==> config.mk <==
export PLATFORM = sky130hd
export DESIGN_NAME = ladybird_uart_loader
export DESIGN_NICKNAME = d
export VERILOG_FILES = /design/src/rtl/ladybird_uart_loader.sv
export SDC_FILE = /design/constraint.sdc
export NUM_CORES = 1
export LEC_CHECK = 0
export CAP_MARGIN = 20
export CORE_MARGIN = 2
export CORE_UTILIZATION = 44
export CTS_BUF_LIST = sky130_fd_sc_hd__clkbuf_16
export DETAILED_ROUTE_END_ITERATION = 6
export GPL_TIMING_DRIVEN = 0
export PLACE_DENSITY = 0.78
export SLEW_MARGIN = 40
export SYNTH_ARGS = -nofsm -noshare
export SYNTH_HDL_FRONTEND = slang
export SYNTH_SLANG_ARGS = --single-unit
==> constraint.sdc <==
create_clock -name clk -period 1.75 [get_ports clk]
set_clock_uncertainty 0.05 [all_clocks]
set_input_delay 0.2625 -clock clk [delete_from_list [all_inputs] [get_ports clk]]
set_output_delay 0.2625 -clock clk [all_outputs]
set_load 0.01 [all_outputs]
==> src/rtl/ladybird_uart_loader.sv <==
// rtl/ladybird_uart_loader.sv - UART byte stream to IRAM write loader that releases the core once the image is in
module ladybird_uart_loader #(
    parameter int XLEN      = 32,
    parameter int BASE_ADDR = 0,
    parameter int MAX_WORDS = 8
) (
    input  logic              clk,
    input  logic              rst,
    input  logic              rx_valid,
    input  logic [7:0]        rx_data,
    output logic              rx_ready,
    output logic              bus_req,
    input  logic              bus_gnt,
    output logic [XLEN-1:0]   bus_addr,
    output logic [XLEN/8-1:0] bus_wstrb,
    output logic [XLEN-1:0]   bus_wdata,
    output logic              core_run,
    output logic              done,
    output logic [1:0]        err
);
    localparam int IDX_W = $clog2(MAX_WORDS) + 1;

    typedef enum logic [2:0] {S_HDR, S_DATA, S_WR, S_DONE, S_ERR} state_t;

    state_t            state;
    logic [1:0]        byte_cnt;
    logic [XLEN-1:0]   shift_q;
    logic [IDX_W-1:0]  n_words;
    logic [IDX_W-1:0]  idx;
    logic              byte_in;
    logic [XLEN-1:0]   word_next;

    // Little-endian assembly: each new byte enters at the top and shifts down.
    assign byte_in   = rx_valid && rx_ready;
    assign word_next = {rx_data, shift_q[XLEN-1:8]};
    assign bus_wstrb = {(XLEN/8){bus_req}};

    always_ff @(posedge clk) begin
        if (rst) begin
            state    <= S_HDR;
            byte_cnt <= 2'd0;
            shift_q  <= '0;
            n_words  <= '0;
            idx      <= '0;
            rx_ready <= 1'b1;
            bus_req  <= 1'b0;
            bus_addr <= '0;
            bus_wdata <= '0;
            core_run <= 1'b0;
            done     <= 1'b0;
            err      <= 2'b00;
        end else begin
            if (rx_valid && !rx_ready) begin
                err[0] <= 1'b1;
            end
            case (state)
                S_HDR: begin
                    if (byte_in) begin
                        shift_q  <= word_next;
                        byte_cnt <= byte_cnt + 2'd1;
                        if (byte_cnt == 2'd3) begin
                            if (word_next == '0) begin
                                state <= S_DONE;
                                done  <= 1'b1;
                            end else if (word_next > XLEN'(MAX_WORDS)) begin
                                state  <= S_ERR;
                                err[1] <= 1'b1;
                            end else begin
                                n_words <= word_next[IDX_W-1:0];
                                idx     <= '0;
                                state   <= S_DATA;
                            end
                        end
                    end
                end
                S_DATA: begin
                    if (byte_in) begin
                        shift_q  <= word_next;
                        byte_cnt <= byte_cnt + 2'd1;
                        if (byte_cnt == 2'd3) begin
                            bus_wdata <= word_next;
                            bus_addr  <= XLEN'(BASE_ADDR) + (XLEN'(idx) << 2);
                            bus_req   <= 1'b1;
                            rx_ready  <= 1'b0;
                            state     <= S_WR;
                        end
                    end
                end
                S_WR: begin
                    if (bus_gnt) begin
                        bus_req  <= 1'b0;
                        rx_ready <= 1'b1;
                        idx      <= idx + 1'b1;
                        if (idx + 1'b1 == n_words) begin
                            state <= S_DONE;
                            done  <= 1'b1;
                        end else begin
                            state <= S_DATA;
                        end
                    end
                end
                S_DONE: begin
                    core_run <= 1'b1;
                end
                S_ERR: begin
                    core_run <= 1'b0;
                end
                default: state <= S_HDR;
            endcase
        end
    end
endmodule

==> impl_summary.log, run 1 <==
[metrics] CTS tree: yes
[metrics] total routed wirelength: 9.03 mm
[metrics] worst-case reg-to-reg path depth: 5
[metrics] cell count after placement: just over 600
[metrics] total number of vias: 3,205
[metrics] area taken by flip-flops and latches: roughly 1600 µm²
[metrics] Pleak: around 1.8 nW
[metrics] critical path peak fanout: 3
[metrics] combinational family with the most area after synthesis: simple AND/OR/NAND/NOR gates
[metrics] die height: 92.1 µm
[metrics] Worst setup EP type: flip-flop
[metrics] post-detailed-route DRC marker count: 0
[metrics] Area after DPL: 4220 µm²
[metrics] total count of max-transition violations in the final report: 0
[metrics] result of the run: complete, but fails checks
[metrics] clk_lat worst skew: 0.34 ns
[metrics] Synth Area per Inst: 8.08 µm²
[metrics] layout cell share with drive strength beyond 1: 0.212
[metrics] maximum vdd ir drop: 0.623 mV
[metrics] count of hold buffers inserted by post-cts repair: 0
[metrics] cell with the biggest individual delay on the critical path: sky130_fd_sc_hd__or4_1
[metrics] category of the worst setup path launch point: flip-flop
[metrics] cell area power density: approximately 840 nW/µm²
[metrics] number of optimization iterations in the first detailed-route pass: 5
[metrics] violated checks: setup timing
[metrics] number of flip-flops and latches in the synthesized netlist: 79
[metrics] setup ws final: -0.0653 ns
[metrics] final std cell area, no fill: a little under 5000 µm²
[metrics] number of diodes: 0
[metrics] Final HPWL DP: 6.04 mm
[metrics] sum of overflow across all layers after global routing: 0
[metrics] Iter 0 DRT Violations: 158
[metrics] maximum clock path buffer count: 2
[metrics] largest incremental delay on the critical path: 0.49 ns
[metrics] horizontal extent of the die: between 90 and 100 µm
[metrics] drt via density: 5.06
[metrics] worst min-delay path class: in -> reg
[metrics] Synth Area in Simple Gates: 0.241
[metrics] number of stages on the worst hold path: 3
[metrics] unrepaired setup endpoints after global routing: true
[metrics] num ports: 86
[metrics] pin count of the biggest net entering global routing: 16
[metrics] Cell variety after synth: 44
[metrics] crit path DAT: 2.02 ns
[metrics] Layout area overhead: 40.8%
[metrics] TritonCTS Buffers: 9
[metrics] Avg WL per Cell: 14.2 µm
[metrics] path length in cells of the critical path: 5
[metrics] Cell Area, Synth: approximately 3400 µm²
[metrics] global-route wire length before repair: approximately 14 mm
[metrics] xor and xnor area share after synthesis: 0.0179
[metrics] number of flops mapped to enable cells by yosys: 0
[metrics] Async SR Flop Fraction: 0
[metrics] Final Critical Period: 1.82 ns
[metrics] post-synthesis cell count: 423
[metrics] highest achievable clock rate: ~0.55 GHz
[metrics] filler cell count in the final layout: 637
[metrics] Layout Nets: 541
[metrics] Max transition margin: 0.627
[metrics] All-Layer GR Usage: 0.212
[metrics] final cell count without fillers: 634
[metrics] number of H-tree branching levels: 3
[metrics] max-cap check violation count: 0
[metrics] CP delay by family, top: simple AND/OR/NAND/NOR gates
[metrics] Slew @ Worst Pin: 0.559 ns
[metrics] proportion of synthesized area in mux cells: 0.0117
[metrics] final setup violating endpoints: 3
[metrics] Synth warnings: 0
[metrics] number of hold violations in the final report: 0
[metrics] clock root buffer: sky130_fd_sc_hd__clkbuf_16
[metrics] sequential fraction of the synthesis area: 0.463
[metrics] adder-cell share of the synthesized area: 0.00733
[metrics] compound-gate portion of the synthesized area: 0.152
[metrics] list of cells traversed by the critical path: nor4_4 > nand4_2 > buf_6 > or4_1 > a31oi_1
[metrics] clock sink count: 79
[metrics] initial antenna violation count: 0
[metrics] number of buffer cells added on primary ports: 57
[metrics] area used by multi-input combinational logic: 1720 µm²
[metrics] number of nets with antenna violations after detailed routing: 0
[metrics] Std-Cell Rows: 32
[metrics] period utilisation layout: 1.04
[metrics] die area: 8480 µm²
[metrics] GP Congestion: 0.853
[metrics] start-to-end type of the worst setup path: reg -> reg
[metrics] Bufs and invs on worst path: 1
[metrics] area of the core region: approximately 7600 µm²
[metrics] clock-pin slew on the worst setup and hold paths: 0.06 ns
[metrics] flip-flop cell with the highest count after synthesis: sky130_fd_sc_hd__dfxtp_1
[metrics] number of global-route vias before repair: 2,960
[metrics] data required time of the critical path: between 1.5 and 2 ns
[metrics] starting density of the core: 0.449
## layer usage
metal,up-vias,global-route usage,share of wire
met3,24,0.0427,0.073
met1,1468,0.256,0.40
met5,-,0,0
met2,145,0.358,0.50
li1,1568,-,-
met4,0,0.107,0.026
## synthesized netlist by cell type (4+ instances only)
cell / instances / area (µm²)
sky130_fd_sc_hd__a21oi_1: 70 / 350
sky130_fd_sc_hd__buf_2: 9 / 45.0
sky130_fd_sc_hd__buf_4: 32 / 240
sky130_fd_sc_hd__clkbuf_1: 15 / 56.3
sky130_fd_sc_hd__dfxtp_1: 79 / 1580
sky130_fd_sc_hd__inv_1: 4 / 15.0
sky130_fd_sc_hd__mux2i_1: 4 / 40.0
sky130_fd_sc_hd__nand2_1: 129 / 484
sky130_fd_sc_hd__nand2b_1: 9 / 56.3
sky130_fd_sc_hd__nand3_1: 5 / 25.0
sky130_fd_sc_hd__nor2_1: 8 / 30.0
sky130_fd_sc_hd__nor4_1: 4 / 25.0
sky130_fd_sc_hd__o21ai_0: 6 / 30.0
sky130_fd_sc_hd__xnor2_1: 5 / 43.8
## layout make-up
class                      count  area share
clock inverter                 7      0.0166
tap                          102      0.0265
timing repair buffer          69       0.140
inverter                       4     0.00312
buffer                        54      0.0752
multi-input combinational    310       0.357
sequential                    79       0.335
clock buffer                   9      0.0468
## where the power goes
part,switching [mW],internal [mW]
sequential,0.0369,1.82
combinational,0.160,0.131
clock,0.789,1.12
## stage by stage
step	TNS, ns	utilization	power (mW)	worst slack, ns	hold slack (ns)
floorplan	0	-	2.07	0.0450	0.348
global placement	-29.06	0.554	2.14	-0.872	0.388
detailed placement	-28.19	0.555	2.14	-0.650	0.394
CTS	-0.0484	0.611	4.04	-0.0446	0.303
global route	-0.665	0.632	4.19	-0.149	0.228
finish	-0.0833	0.632	4.06	-0.0653	0.218
## layout by cell type (no fill, tap or decap), types with 5 or more instances in the layout
cell,Yosys,final
sky130_fd_sc_hd__buf_4,32,43
sky130_fd_sc_hd__nand2_1,129,129
sky130_fd_sc_hd__clkdlybuf4s50_1,0,49
sky130_fd_sc_hd__dfxtp_2,0,13
sky130_fd_sc_hd__conb_1,1,28
sky130_fd_sc_hd__a21oi_1,70,69
sky130_fd_sc_hd__o21ai_0,6,5
sky130_fd_sc_hd__nor2_1,8,6
sky130_fd_sc_hd__xnor2_1,5,5
sky130_fd_sc_hd__buf_6,0,5
sky130_fd_sc_hd__nor4_4,2,5
sky130_fd_sc_hd__clkbuf_16,0,9
sky130_fd_sc_hd__dfxtp_1,79,63
sky130_fd_sc_hd__nand2b_1,9,9
sky130_fd_sc_hd__clkbuf_1,15,9
sky130_fd_sc_hd__buf_2,9,6
## state kept, by name, indices dropped and copies added, names as in the netlist
name and count:
state 3, byte_cnt 2, n_words 4, bus_addr 4, err 2, rx_ready 1, bus_req 1, idx 4
done 1, bus_wdata 32, shift_q 24, core_run 1
## worst register-to-register path: cells and delay by family, from the launching register on
family | cells | cell delay, ns
AND/OR/NAND/NOR | 3 | 0.97
buffers and inverters | 1 | 0.17
flip-flops | 1 | 0.37
AO/OA/AOI/OAI | 1 | 0.17
## logic make-up after synthesis
logic type | count (synthesis)
multiplexers | 4
AO/OA/AOI/OAI | 92
flip-flops | 79
other | 1
buffers and inverters | 61
adder cells (fa/ha/maj) | 2
XOR/XNOR | 7
AND/OR/NAND/NOR | 177
## path summary, 6_finish.rpt
check | slack [ns] | startpoint | end
setup / recovery | -0.07 | shift_q[24] | state[1]
hold / removal | 0.22 | rx_data[2] | shift_q[26]
setup reg to reg | -0.07 | shift_q[24] | state[1]
hold reg to reg | 0.40 | err[1] | err[1]
## repair_timing
| action | CTS | global route |
|---|---|---|
| pin swaps | 8 | 11 |
| setup endpoints to repair | 64 | 68 |
| gates cloned | 0 | 0 |
| resized for setup | 34 | 40 |
| buffers inserted | 5 | 7 |
| hold endpoints to repair | 0 | 0 |
Power figures use the tool's default switching activity.
==> run 2, diff against run 1 <==
Settings changed: CORE_UTILIZATION 44 to 56, DONT_BUFFER_PORTS set to 1, GPL_TIMING_DRIVEN 0 to 1, PLACE_DENSITY 0.78 to 0.76, SLEW_MARGIN 40 to 20.
==> run 2 against run 1 <==
  * The flow finishes with violations (hold timing)
  * Register-to-register slack improved by 0.08 ns
  * Highest routed layer unchanged
  * Clock-buffer cell count did not move
  * Core utilization rose by 5.0 points
  * Cell area fell by 16%
  * Clock power rose by 11%
  * Sequential cell count did not move
  * Non-clock buffer count fell by 81
==> impl_summary.log, run 2 (same netlist as run 1, synthesis figures left out) <==
[metrics] result of the run: complete, but fails checks
[metrics] violated checks: hold timing
[metrics] global-route wire length before repair: 12.6 mm
[metrics] Layout Nets: 460
[metrics] setup ws final: 0.0174 ns
[metrics] combinational power share: 0.048
[metrics] count of hold buffers inserted by post-cts repair: 2
[metrics] number of nets with antenna violations after detailed routing: 0
[metrics] net load switching power: 0.869 mW
[metrics] Pleak: 1.53 nW
[metrics] Slew @ Worst Pin: 0.503 ns
[metrics] final setup violating endpoints: 0
[metrics] most used cells in the layout excluding fill and tap cells: 129 x sky130_fd_sc_hd__nand2_1, 76 x sky130_fd_sc_hd__dfxtp_1, 69 x sky130_fd_sc_hd__a21oi_1, 35 x sky130_fd_sc_hd__buf_4, 28 x sky130_fd_sc_hd__conb_1
[metrics] number of buffer cells added on primary ports: 0
[metrics] TritonCTS Buffers: 9
[metrics] Largest Register: bus_wdata
[metrics] data required time of the critical path: 1.96 ns
[metrics] number of optimization iterations in the first detailed-route pass: 5
[metrics] max-cap check violation count: 0
[metrics] worst min-delay path class: in -> reg
[metrics] area taken by flip-flops and latches: 1590 µm²
[metrics] pin count of the biggest net entering global routing: just under 90
[metrics] register share of total power: 0.443
[metrics] horizontal extent of the die: 82.1 µm
[metrics] filler cell count in the final layout: 456
[metrics] final std cell area, no fill: roughly 4000 µm²
[metrics] total number of vias: 2,889
[metrics] area used by multi-input combinational logic: 1640 µm²
[metrics] Final Hold Slack: -0.0574 ns
[metrics] start-to-end type of the worst setup path: reg -> reg
[metrics] pre-CTS setup slack: -0.0324 ns
[metrics] total count of max-transition violations in the final report: 0
[metrics] CTS tree: yes
[metrics] die height: approximately 82 µm
[metrics] most common cell after layout, fill and taps aside: sky130_fd_sc_hd__nand2_1
[metrics] number of hold violations in the final report: 67
[metrics] Final Critical Period: 1.73 ns
[metrics] clock root buffer: sky130_fd_sc_hd__clkbuf_16
[metrics] num ports: 86
[metrics] final design utilization: 0.682
[metrics] cell area power density: 1030 nW/µm²
[metrics] sum of overflow across all layers after global routing: 0
[metrics] period utilisation layout: 0.990
[metrics] initial antenna violation count: 0
[metrics] All-Layer GR Usage: 0.248
[metrics] Worst setup EP type: flip-flop
[metrics] number of flip-flops in the largest register: 32
[metrics] category of the worst setup path launch point: flip-flop
[metrics] maximum clock path buffer count: 2
[metrics] clk_lat worst skew: roughly 0.33 ns
[metrics] clock-pin slew on the worst setup and hold paths: 0.06 ns
[metrics] registers with the most flip-flops: bus_wdata: 32 flops, shift_q: 24 flops
[metrics] clock share of power: 0.508
[metrics] layout cell share with drive strength beyond 1: 0.169
[metrics] highest achievable clock rate: 0.577 GHz
[metrics] starting density of the core: 0.577
[metrics] post-detailed-route DRC marker count: 0
[metrics] critical path peak fanout: 4
[metrics] number of H-tree branching levels: 3
[metrics] Internal Power: 3.29 mW
[metrics] maximum vdd ir drop: 0.822 mV
[metrics] die area: 6740 µm²
[metrics] GP Congestion: 0.868
[metrics] Avg WL per Cell: 15.6 µm
[metrics] setup tns final: 0 ns
[metrics] Final HPWL DP: ~5.3 mm
[metrics] total routed wirelength: slightly above 8 mm
[metrics] clock sink count: 79
[metrics] fraction of power spent switching nets: 0.209
[metrics] Max transition margin: 0.662
[metrics] Layout area overhead: 18.3%
[metrics] Area after DPL: 3600 µm²
[metrics] Std-Cell Rows: 28
[metrics] Iter 0 DRT Violations: 213
[metrics] number of diodes: 0
[metrics] drt via density: around 5.5
[metrics] area of the core region: 5920 µm²
[metrics] crit path DAT: 1.94 ns
[metrics] number of global-route vias before repair: 2,676
[run 2: changes by cell type in the layout (fill, tap and decap cells not counted), moves of 6 or more]
cell | previous run | this run
sky130_fd_sc_hd__dfxtp_1 | 63 | 76
sky130_fd_sc_hd__clkbuf_1 | 9 | 0
sky130_fd_sc_hd__buf_2 | 6 | 0
sky130_fd_sc_hd__dfxtp_2 | 13 | 2
sky130_fd_sc_hd__clkdlybuf4s50_1 | 49 | 0
sky130_fd_sc_hd__buf_4 | 43 | 35
[run 2: metal layers]
metal,vias to the layer above,GRT usage,wire (µm),part of all wire
met1,1385,0.317,3460,0.42
met3,12,0.0630,552,0.067
met2,92,0.402,4070,0.50
met5,-,0,0,0
met4,0,0.100,116,0.014
li1,1400,-,-,-
[run 2: timing repair]
action | 4_1_cts | 5_1_grt
setup endpoints to repair | 0 | 13
setup buffers | 0 | 1
gates resized for setup | 0 | 21
hold endpoints to repair | 73 | 70
[run 2: cell type report]
class	count	area share
timing repair buffer	42	0.0904
inverter	4	0.00372
multi-input combinational	310	0.406
clock buffer	9	0.0557
clock inverter	7	0.0279
sequential	79	0.393
tap	75	0.0232
[run 2: stage by stage]
stage                     instances  hold slack, ns  total power, mW
after floorplan                 450           0.348             2.07
after global placement          508           0.288             2.06
after detailed placement        508           0.292             2.07
after CTS                       526         -0.0613             4.16
after global routing            526         -0.0633             4.28
final                           526         -0.0574             4.16
[run 2: power groups by stage]
stage / logic, mW / clock network (mW) / registers, mW
global route: 0.225 / 2.21 / 1.85
CTS: 0.188 / 2.13 / 1.84
detailed placement: 0.186 / 0 / 1.88
finish: 0.200 / 2.12 / 1.85
floorplan: 0.182 / 0 / 1.88
global placement: 0.183 / 0 / 1.88
[run 2: worst paths after layout]
path	startpoint	end	slack, ns	cells after the start
max	shift_q[31]	state[0]	0.02	4
min	rst	idx[0]	-0.06	1
max reg2reg	shift_q[31]	state[0]	0.02	4
min reg2reg	byte_cnt[1]	byte_cnt[1]	0.41	2
[run 2: critical path: stages, from the launching register on]
cell                       delay (ns)
sky130_fd_sc_hd__dfxtp_2         0.34
sky130_fd_sc_hd__nor4_2          0.33
sky130_fd_sc_hd__nand3_2         0.18
sky130_fd_sc_hd__or4_4           0.55
sky130_fd_sc_hd__a211oi_2        0.22
